--- src/rtl/imm_gen_pkg.sv ---
// Shared types and opcode constants for the immediate-generation stage.
package imm_gen_pkg;

  typedef enum logic [2:0] {
    FmtNone = 3'd0,
    FmtI    = 3'd1,
    FmtS    = 3'd2,
    FmtB    = 3'd3,
    FmtU    = 3'd4,
    FmtJ    = 3'd5,
    FmtZ    = 3'd6,
    FmtRsvd = 3'd7
  } fmt_t;

  typedef enum logic [1:0] {
    StEmpty = 2'd0,
    StOne   = 2'd1,
    StFull  = 2'd2
  } state_e;

  localparam logic [6:0] OPC_OP_IMM    = 7'b0010011;
  localparam logic [6:0] OPC_LOAD      = 7'b0000011;
  localparam logic [6:0] OPC_JALR      = 7'b1100111;
  localparam logic [6:0] OPC_OP_IMM_32 = 7'b0011011;
  localparam logic [6:0] OPC_STORE     = 7'b0100011;
  localparam logic [6:0] OPC_BRANCH    = 7'b1100011;
  localparam logic [6:0] OPC_LUI       = 7'b0110111;
  localparam logic [6:0] OPC_AUIPC     = 7'b0010111;
  localparam logic [6:0] OPC_JAL       = 7'b1101111;
  localparam logic [6:0] OPC_SYSTEM    = 7'b1110011;

endpackage

--- src/rtl/imm_gen_if.sv ---
// Upstream/downstream handshake bundle of the immediate-generation stage.
interface imm_gen_if #(
  parameter int unsigned XLEN = 32
);
  import imm_gen_pkg::*;

  logic            in_valid;
  logic            in_ready;
  logic [31:0]     in_instr;
  logic [XLEN-1:0] in_pc;

  logic            out_valid;
  logic            out_ready;
  logic [XLEN-1:0] out_imm;
  fmt_t            out_fmt;
  logic [XLEN-1:0] out_target;
  logic [XLEN-1:0] out_pc;

  modport master (
    output in_valid, in_instr, in_pc, out_ready,
    input  in_ready, out_valid, out_imm, out_fmt, out_target, out_pc
  );

  modport slave (
    input  in_valid, in_instr, in_pc, out_ready,
    output in_ready, out_valid, out_imm, out_fmt, out_target, out_pc
  );

endinterface

--- src/rtl/imm_decode.sv ---
// Combinational immediate decoder for all base-ISA formats, sign-extended to XLEN.
// CSR zimm decode is included only when IMM_GEN_ZICSR_EN is defined.
module imm_decode
  import imm_gen_pkg::*;
#(
  parameter int unsigned XLEN = 32
) (
  input  logic [31:0]     instr,
  output logic [XLEN-1:0] imm,
  output fmt_t            fmt
);

  logic [31:0] raw;
  logic        sext;

  always_comb begin
    fmt = FmtNone;
    unique case (instr[6:0])
      OPC_OP_IMM, OPC_LOAD, OPC_JALR: fmt = FmtI;
      OPC_OP_IMM_32: begin
        if (XLEN == 64) fmt = FmtI;
      end
      OPC_STORE:            fmt = FmtS;
      OPC_BRANCH:           fmt = FmtB;
      OPC_LUI, OPC_AUIPC:   fmt = FmtU;
      OPC_JAL:              fmt = FmtJ;
`ifdef IMM_GEN_ZICSR_EN
      OPC_SYSTEM: begin
        if (instr[14]) fmt = FmtZ;
      end
`endif
      default:              fmt = FmtNone;
    endcase
  end

  // Build a 32-bit immediate first; only zimm escapes sign extension.
  always_comb begin
    raw  = '0;
    sext = 1'b1;
    case (fmt)
      FmtI: raw = {{20{instr[31]}}, instr[31:20]};
      FmtS: raw = {{20{instr[31]}}, instr[31:25], instr[11:7]};
      FmtB: raw = {{20{instr[31]}}, instr[7], instr[30:25], instr[11:8], 1'b0};
      FmtU: raw = {instr[31:12], 12'b0};
      FmtJ: raw = {{12{instr[31]}}, instr[19:12], instr[20], instr[30:21], 1'b0};
      FmtZ: begin
        raw  = {27'b0, instr[19:15]};
        sext = 1'b0;
      end
      default: raw = '0;
    endcase
  end

  assign imm = sext ? XLEN'(signed'(raw)) : XLEN'(raw);

endmodule

--- src/rtl/imm_gen_stage.sv ---
// Registered immediate-generation stage with a two-entry skid buffer on the output.
// Optional CSR zimm decode is enabled by defining IMM_GEN_ZICSR_EN.
module imm_gen_stage
  import imm_gen_pkg::*;
#(
  parameter int unsigned XLEN = 32
) (
  input logic      clk,
  input logic      rst,
  input logic      flush,
  imm_gen_if.slave bus
);

  typedef struct packed {
    logic [XLEN-1:0] imm;
    fmt_t            fmt;
    logic [XLEN-1:0] target;
    logic [XLEN-1:0] pc;
  } entry_t;

  state_e          state_q, state_d;
  entry_t          out_q, out_d;
  entry_t          skid_q, skid_d;
  entry_t          new_entry;
  logic [XLEN-1:0] dec_imm;
  fmt_t            dec_fmt;
  logic            out_valid;
  logic            skid_valid;
  logic            in_ready;
  logic            accept;
  logic            drain;

  imm_decode #(
    .XLEN (XLEN)
  ) u_decode (
    .instr (bus.in_instr),
    .imm   (dec_imm),
    .fmt   (dec_fmt)
  );

  always_comb begin
    new_entry.imm    = dec_imm;
    new_entry.fmt    = dec_fmt;
    new_entry.target = bus.in_pc + dec_imm;
    new_entry.pc     = bus.in_pc;
  end

  assign out_valid  = (state_q != StEmpty);
  assign skid_valid = (state_q == StFull);
  // Reset is treated like a flush so nothing is accepted while it is held.
  assign in_ready   = !skid_valid && !flush && !rst;
  assign accept     = bus.in_valid && in_ready;
  assign drain      = out_valid && bus.out_ready;

  always_comb begin
    state_d = state_q;
    out_d   = out_q;
    skid_d  = skid_q;
    unique case (state_q)
      StEmpty: begin
        if (accept) begin
          state_d = StOne;
          out_d   = new_entry;
        end
      end
      StOne: begin
        if (accept && drain) begin
          out_d = new_entry;
        end else if (accept) begin
          state_d = StFull;
          skid_d  = new_entry;
        end else if (drain) begin
          state_d = StEmpty;
        end
      end
      StFull: begin
        if (drain) begin
          state_d = StOne;
          out_d   = skid_q;
        end
      end
      default: state_d = StEmpty;
    endcase
    if (flush) state_d = StEmpty;
  end

  always_ff @(posedge clk) begin
    if (rst) begin
      state_q <= StEmpty;
      out_q   <= '0;
      skid_q  <= '0;
    end else begin
      state_q <= state_d;
      out_q   <= out_d;
      skid_q  <= skid_d;
    end
  end

  assign bus.in_ready   = in_ready;
  assign bus.out_valid  = out_valid;
  assign bus.out_imm    = out_q.imm;
  assign bus.out_fmt    = out_q.fmt;
  assign bus.out_target = out_q.target;
  assign bus.out_pc     = out_q.pc;

endmodule

--- src/flat_wrapper.sv ---
// flat-port wrapper written by rule: the top's interface ports become plain ports
module imm_gen_stage_flat import imm_gen_pkg::*;
#(
  parameter int unsigned XLEN = 32
)
  (clk, rst, flush, bus_in_valid, bus_in_instr, bus_in_pc, bus_out_ready, bus_in_ready, bus_out_valid, bus_out_imm, bus_out_fmt, bus_out_target, bus_out_pc);
  imm_gen_if #(.XLEN(XLEN)) bus_i ();
  input logic clk;
  input logic rst;
  input logic flush;
  input wire logic [$bits(bus_i.in_valid)-1:0] bus_in_valid;
  input wire logic [$bits(bus_i.in_instr)-1:0] bus_in_instr;
  input wire logic [$bits(bus_i.in_pc)-1:0] bus_in_pc;
  input wire logic [$bits(bus_i.out_ready)-1:0] bus_out_ready;
  output wire logic [$bits(bus_i.in_ready)-1:0] bus_in_ready;
  output wire logic [$bits(bus_i.out_valid)-1:0] bus_out_valid;
  output wire logic [$bits(bus_i.out_imm)-1:0] bus_out_imm;
  output wire logic [$bits(bus_i.out_fmt)-1:0] bus_out_fmt;
  output wire logic [$bits(bus_i.out_target)-1:0] bus_out_target;
  output wire logic [$bits(bus_i.out_pc)-1:0] bus_out_pc;
  assign bus_i.in_valid = bus_in_valid;
  assign bus_i.in_instr = bus_in_instr;
  assign bus_i.in_pc = bus_in_pc;
  assign bus_i.out_ready = bus_out_ready;
  assign bus_in_ready = bus_i.in_ready;
  assign bus_out_valid = bus_i.out_valid;
  assign bus_out_imm = bus_i.out_imm;
  assign bus_out_fmt = bus_i.out_fmt;
  assign bus_out_target = bus_i.out_target;
  assign bus_out_pc = bus_i.out_pc;
  imm_gen_stage #(.XLEN(XLEN)) u_core (.clk(clk), .rst(rst), .flush(flush), .bus(bus_i));
endmodule
--- config.mk ---
export PLATFORM = sky130hd
export DESIGN_NAME = imm_gen_stage_flat
export DESIGN_NICKNAME = d
export VERILOG_FILES = /design/src/rtl/imm_gen_pkg.sv /design/src/rtl/imm_gen_if.sv /design/src/rtl/imm_decode.sv /design/src/rtl/imm_gen_stage.sv /design/src/flat_wrapper.sv
export SDC_FILE = /design/constraint.sdc
export NUM_CORES = 1
export LEC_CHECK = 0
export CAP_MARGIN = 20
export CELL_PAD_IN_SITES_DETAIL_PLACEMENT = 0
export CELL_PAD_IN_SITES_GLOBAL_PLACEMENT = 1
export CORE_MARGIN = 10
export CORE_UTILIZATION = 39
export DETAILED_ROUTE_END_ITERATION = 10
export PLACE_DENSITY_LB_ADDON = 0.1
export SYNTH_ARGS = -nofsm -noshare
export SYNTH_HDL_FRONTEND = slang
export SYNTH_HIERARCHICAL = 1
export SYNTH_SLANG_ARGS = --single-unit
--- constraint.sdc ---
create_clock -name clk -period 3.93 [get_ports clk]
set_input_delay 0.393 -clock clk [delete_from_list [all_inputs] [get_ports clk]]
set_output_delay 0.393 -clock clk [all_outputs]
set_load 0.1 [all_outputs]
==> flow_summary.rst <==
.. list-table::
   :header-rows: 1

   * - Metric
     - Value
   * - Count of antenna-violating nets left after detailed routing
     - 0
   * - Tcrit/Tclk final
     - 92.65%
   * - Lkg Pwr
     - 5.024 nW
   * - Startpoint types
     - input pin
   * - Average detailed-routed wire length per instance
     - 18.93 µm
   * - Warnings from Yosys
     - 6
   * - Net count after synthesis
     - 1406
   * - Utilization after layout
     - 52.60%
   * - Final setup vio count
     - 0
   * - Capturing element type of the critical path
     - flop
   * - Growth of design area from synthesis to finish
     - 32.40%
   * - Overflow left after global routing
     - 0
   * - Mean area per synthesized cell
     - 7.666 µm²
   * - Sequential fraction of the synthesis area
     - 40.02%
   * - Via density per instance
     - 5.334
   * - WP data arrival
     - 3.99 ns
   * - Most common cell after layout, fill and taps aside
     - nand2_1
   * - Horizontal die dimension
     - 180.2 µm
   * - Number of buffers inserted during clock tree synthesis
     - 17
   * - Number of different library cells in the post-synthesis netlist
     - 69
   * - Critical setup path kind
     - input pin to flop
   * - Hold buffer count at cts
     - 0
   * - DRT Pass-1 Iters
     - 5
   * - Async S/R FF share, synth
     - 0%
   * - Number of enable flip-flop cells after synthesis
     - 0
   * - Final-report max-slew violation count
     - 0
   * - Worst slew slack as a fraction of its limit
     - 28.20%
   * - Launching element of the worst setup path
     - bus_in_instr[2]
   * - Number of buffer and inverter instances along the worst setup path
     - 5
   * - Routability-driven placement congestion ratio
     - 0.8683
   * - Cell count after synthesis
     - 1305
   * - Fraction of final layout cells with drive strength greater than 1
     - 11.48%
   * - I/O pin total
     - 170
   * - Max-cap violations
     - 0
   * - Die height
     - 180.2 µm
   * - Areal power density over the cells
     - 375.4 nW/µm²
   * - Effective utilization at floorplan
     - 39.73%
   * - Detailed-placement wirelength estimate
     - 25160 µm
   * - Critical-path top delay cell
     - clkdlybuf4s50_1
   * - Clock latency on the worst-skew pair
     - 0.44 ns
   * - Overall routing resource usage
     - 20.47%
   * - Met3 Track Usage GR
     - 3.594%
   * - Pin count of the biggest net entering global routing
     - 191
   * - CTS tree
     - yes
   * - H-tree level count
     - 4
   * - Min Clock Period, post-route
     - 3.641 ns
   * - Post-detailed-routing wire length
     - 35140 µm
   * - Top FF cell, synth
     - dfxtp_1
   * - R2r setup slk
     - 1.25 ns
   * - Remaining routing DRC violations
     - 0
   * - Global-route wire length before repair
     - 54110 µm
   * - Die area
     - 32460 µm²
   * - Core Box Area
     - 25180 µm²
   * - Post-synthesis sequential element count
     - 200
   * - Startpoint of the worst-slack reg-to-reg timing path
     - u_core/state_q[1]$_SDFFE_PP0P_
   * - Design Power
     - 0.004973 W
   * - Status
     - finished, final reports clean
   * - Critical-path maximum fanout
     - 7
   * - Overall via count from detail_route
     - 9899
   * - Worst path top cell family by delay
     - compound AO/OA/AOI/OAI gates
   * - Crit path largest cell delay
     - 0.55 ns
   * - Post-synth design cell area
     - 10000 µm²
   * - Most frequent cells in the layout
     - 360 x nand2_1, 200 x dfxtp_1, 167 x clkdlybuf4s50_1
   * - Net count reported at finish
     - 1613
   * - Via count of the first global-routing pass
     - 9232
   * - Total of buffers placed on input and output ports
     - 169
   * - Hold Startpoint
     - u_core/skid_q[73]$_SDFFE_PP0P_
   * - Data required time of the worst path
     - 4.28 ns
   * - Setup repair after global routing missed its margin
     - no
   * - Max Freq
     - 0.2746 GHz
   * - Clock skew after layout
     - 0.01083 ns
   * - Clock sink count
     - 200
   * - GRT Max-Usage Layer
     - met2
   * - Most numerous cell on the critical path
     - buf_4
   * - CP cell instances
     - clkdlybuf4s50_1 -> buf_4 -> o2111ai_1 -> a21boi_0 -> buf_4 -> ha_1 -> o21a_1 -> o21ai_1 -> a211oi_2 -> o21bai_2 -> buf_4 -> o21ai_1 -> xor2_1 -> buf_4 -> mux2i_1 -> a211oi_1
   * - Worst vdd rail ir drop
     - 0.2802 mV
   * - Number of antenna violations at the first check in global routing
     - 1
   * - Class of the most critical hold timing path
     - flop to flop
   * - Clock tree root buffer cell
     - clkbuf_16
   * - Final hold vios
     - 0
   * - Register clock-pin slew on the reported worst setup and hold paths
     - 0.09 ns
   * - Met1 track utilization from global routing
     - 25.79%
   * - Placement Rows
     - 58
   * - Bufs on Longest Clock Path
     - 2
   * - Initial DRC Count
     - 691
   * - Actual transition at the worst max-transition pin
     - 1.074 ns
   * - Met2 usage
     - 34.91%
-- flip-flops by register name, indices dropped and copies added (netlist names) --
signal and cells:
u_core/bus.out_fmt 3, u_core/bus.out_imm 32, u_core/bus.out_pc 32, u_core/bus.out_target 32, u_core/skid_q 99, u_core/state_q 2
-- report_power, final --
group / switching (W) / internal [W] / total, W
sequential: 0.0000362 / 0.00208 / 0.00212
clock: 0.000926 / 0.000863 / 0.00179
combinational: 0.000733 / 0.000330 / 0.00106
total: 0.00169 / 0.00328 / 0.00497
-- stage by stage --
step                setup TNS [ns]  instances  area [µm²]  hold slack, ns  setup WS [ns]
floorplan                        0       1305       10000          0.4366         0.5001
global placement          -0.02084       1823       12630          0.4420       -0.02084
detailed placement         -0.2839       1823       12630          0.4465       -0.06554
CTS                              0       1855       13240          0.4567         0.3741
global route                     0       1856       13250          0.4721        0.04743
finish                           0       1856       13250          0.4576         0.2890
-- cells in the mapped netlist (6+ instances only) --
cell type	instances	area, µm²
a211o_1	11	96.34
a211oi_1	18	135.1
a21boi_0	8	60.06
a21o_1	15	112.6
a21oi_1	130	650.6
a221oi_1	10	87.58
a311oi_1	74	648.1
and3_1	6	37.54
buf_2	13	65.06
buf_6	9	101.4
clkbuf_1	73	274.0
dfxtp_1	200	4004
ha_1	31	387.9
inv_1	12	45.04
nand2_1	362	1359
nand3_1	26	130.1
nand4_1	6	37.54
nor2_1	123	461.7
nor2b_1	6	37.54
nor3_1	14	70.07
o21a_1	8	60.06
o21ai_0	38	190.2
xnor2_1	17	148.9
xor2_1	9	78.83
-- tightest hold or removal path, stage by stage (launching register included) --
cell and delay, ns:
dfxtp_1 0.32, nand2_1 0.05, a21oi_1 0.05
-- kinds of logic (layout without fill, tap and decap cells) --
family,after synthesis,count (layout),synth area share (%)
AOI/OAI and AO/OA,357,357,24.30
xor gates and xnor gates,26,26,2.276
adders and majority gates,32,32,4.077
buffers and inverters,112,332,5.278
DFF,200,200,40.02
muxes,4,4,0.4002
other,0,1,0
and+or+nand+nor,574,574,23.65
-- path summary, 6_finish.rpt --
path | to | cells after the start
setup / recovery | u_core/bus.out_target[18]$_SDFFE_PP0P_ | 16
hold / removal | u_core/skid_q[73]$_SDFFE_PP0P_ | 2
setup reg to reg | u_core/bus.out_imm[17]$_SDFFE_PP0P_ | 6
hold reg to reg | u_core/skid_q[73]$_SDFFE_PP0P_ | 2
-- final cells by class --
type / instances / area, µm²
diodes: 1 / 2.502
well taps: 330 / 412.9
flip-flops and latches: 200 / 4004
inverters: 12 / 45.04
clock buffers: 17 / 425.4
repair buffers: 288 / 2659
clock inverters: 15 / 178.9
multi-input cells: 993 / 5519
fillers: 2434 / 11940
-- metal layers --
metal | vias up | routed length (µm)
li1 | 4992 | -
met1 | 4641 | 15760
met2 | 236 | 17100
met3 | 30 | 1619
met4 | 0 | 653
met5 | - | 0
-- timing repair --
item	in CTS	in global routing
setup endpoints to repair	0	3
setup buffers	0	0
gates resized for setup	0	1
No activity file was read; power rests on OpenSTA's default activity.
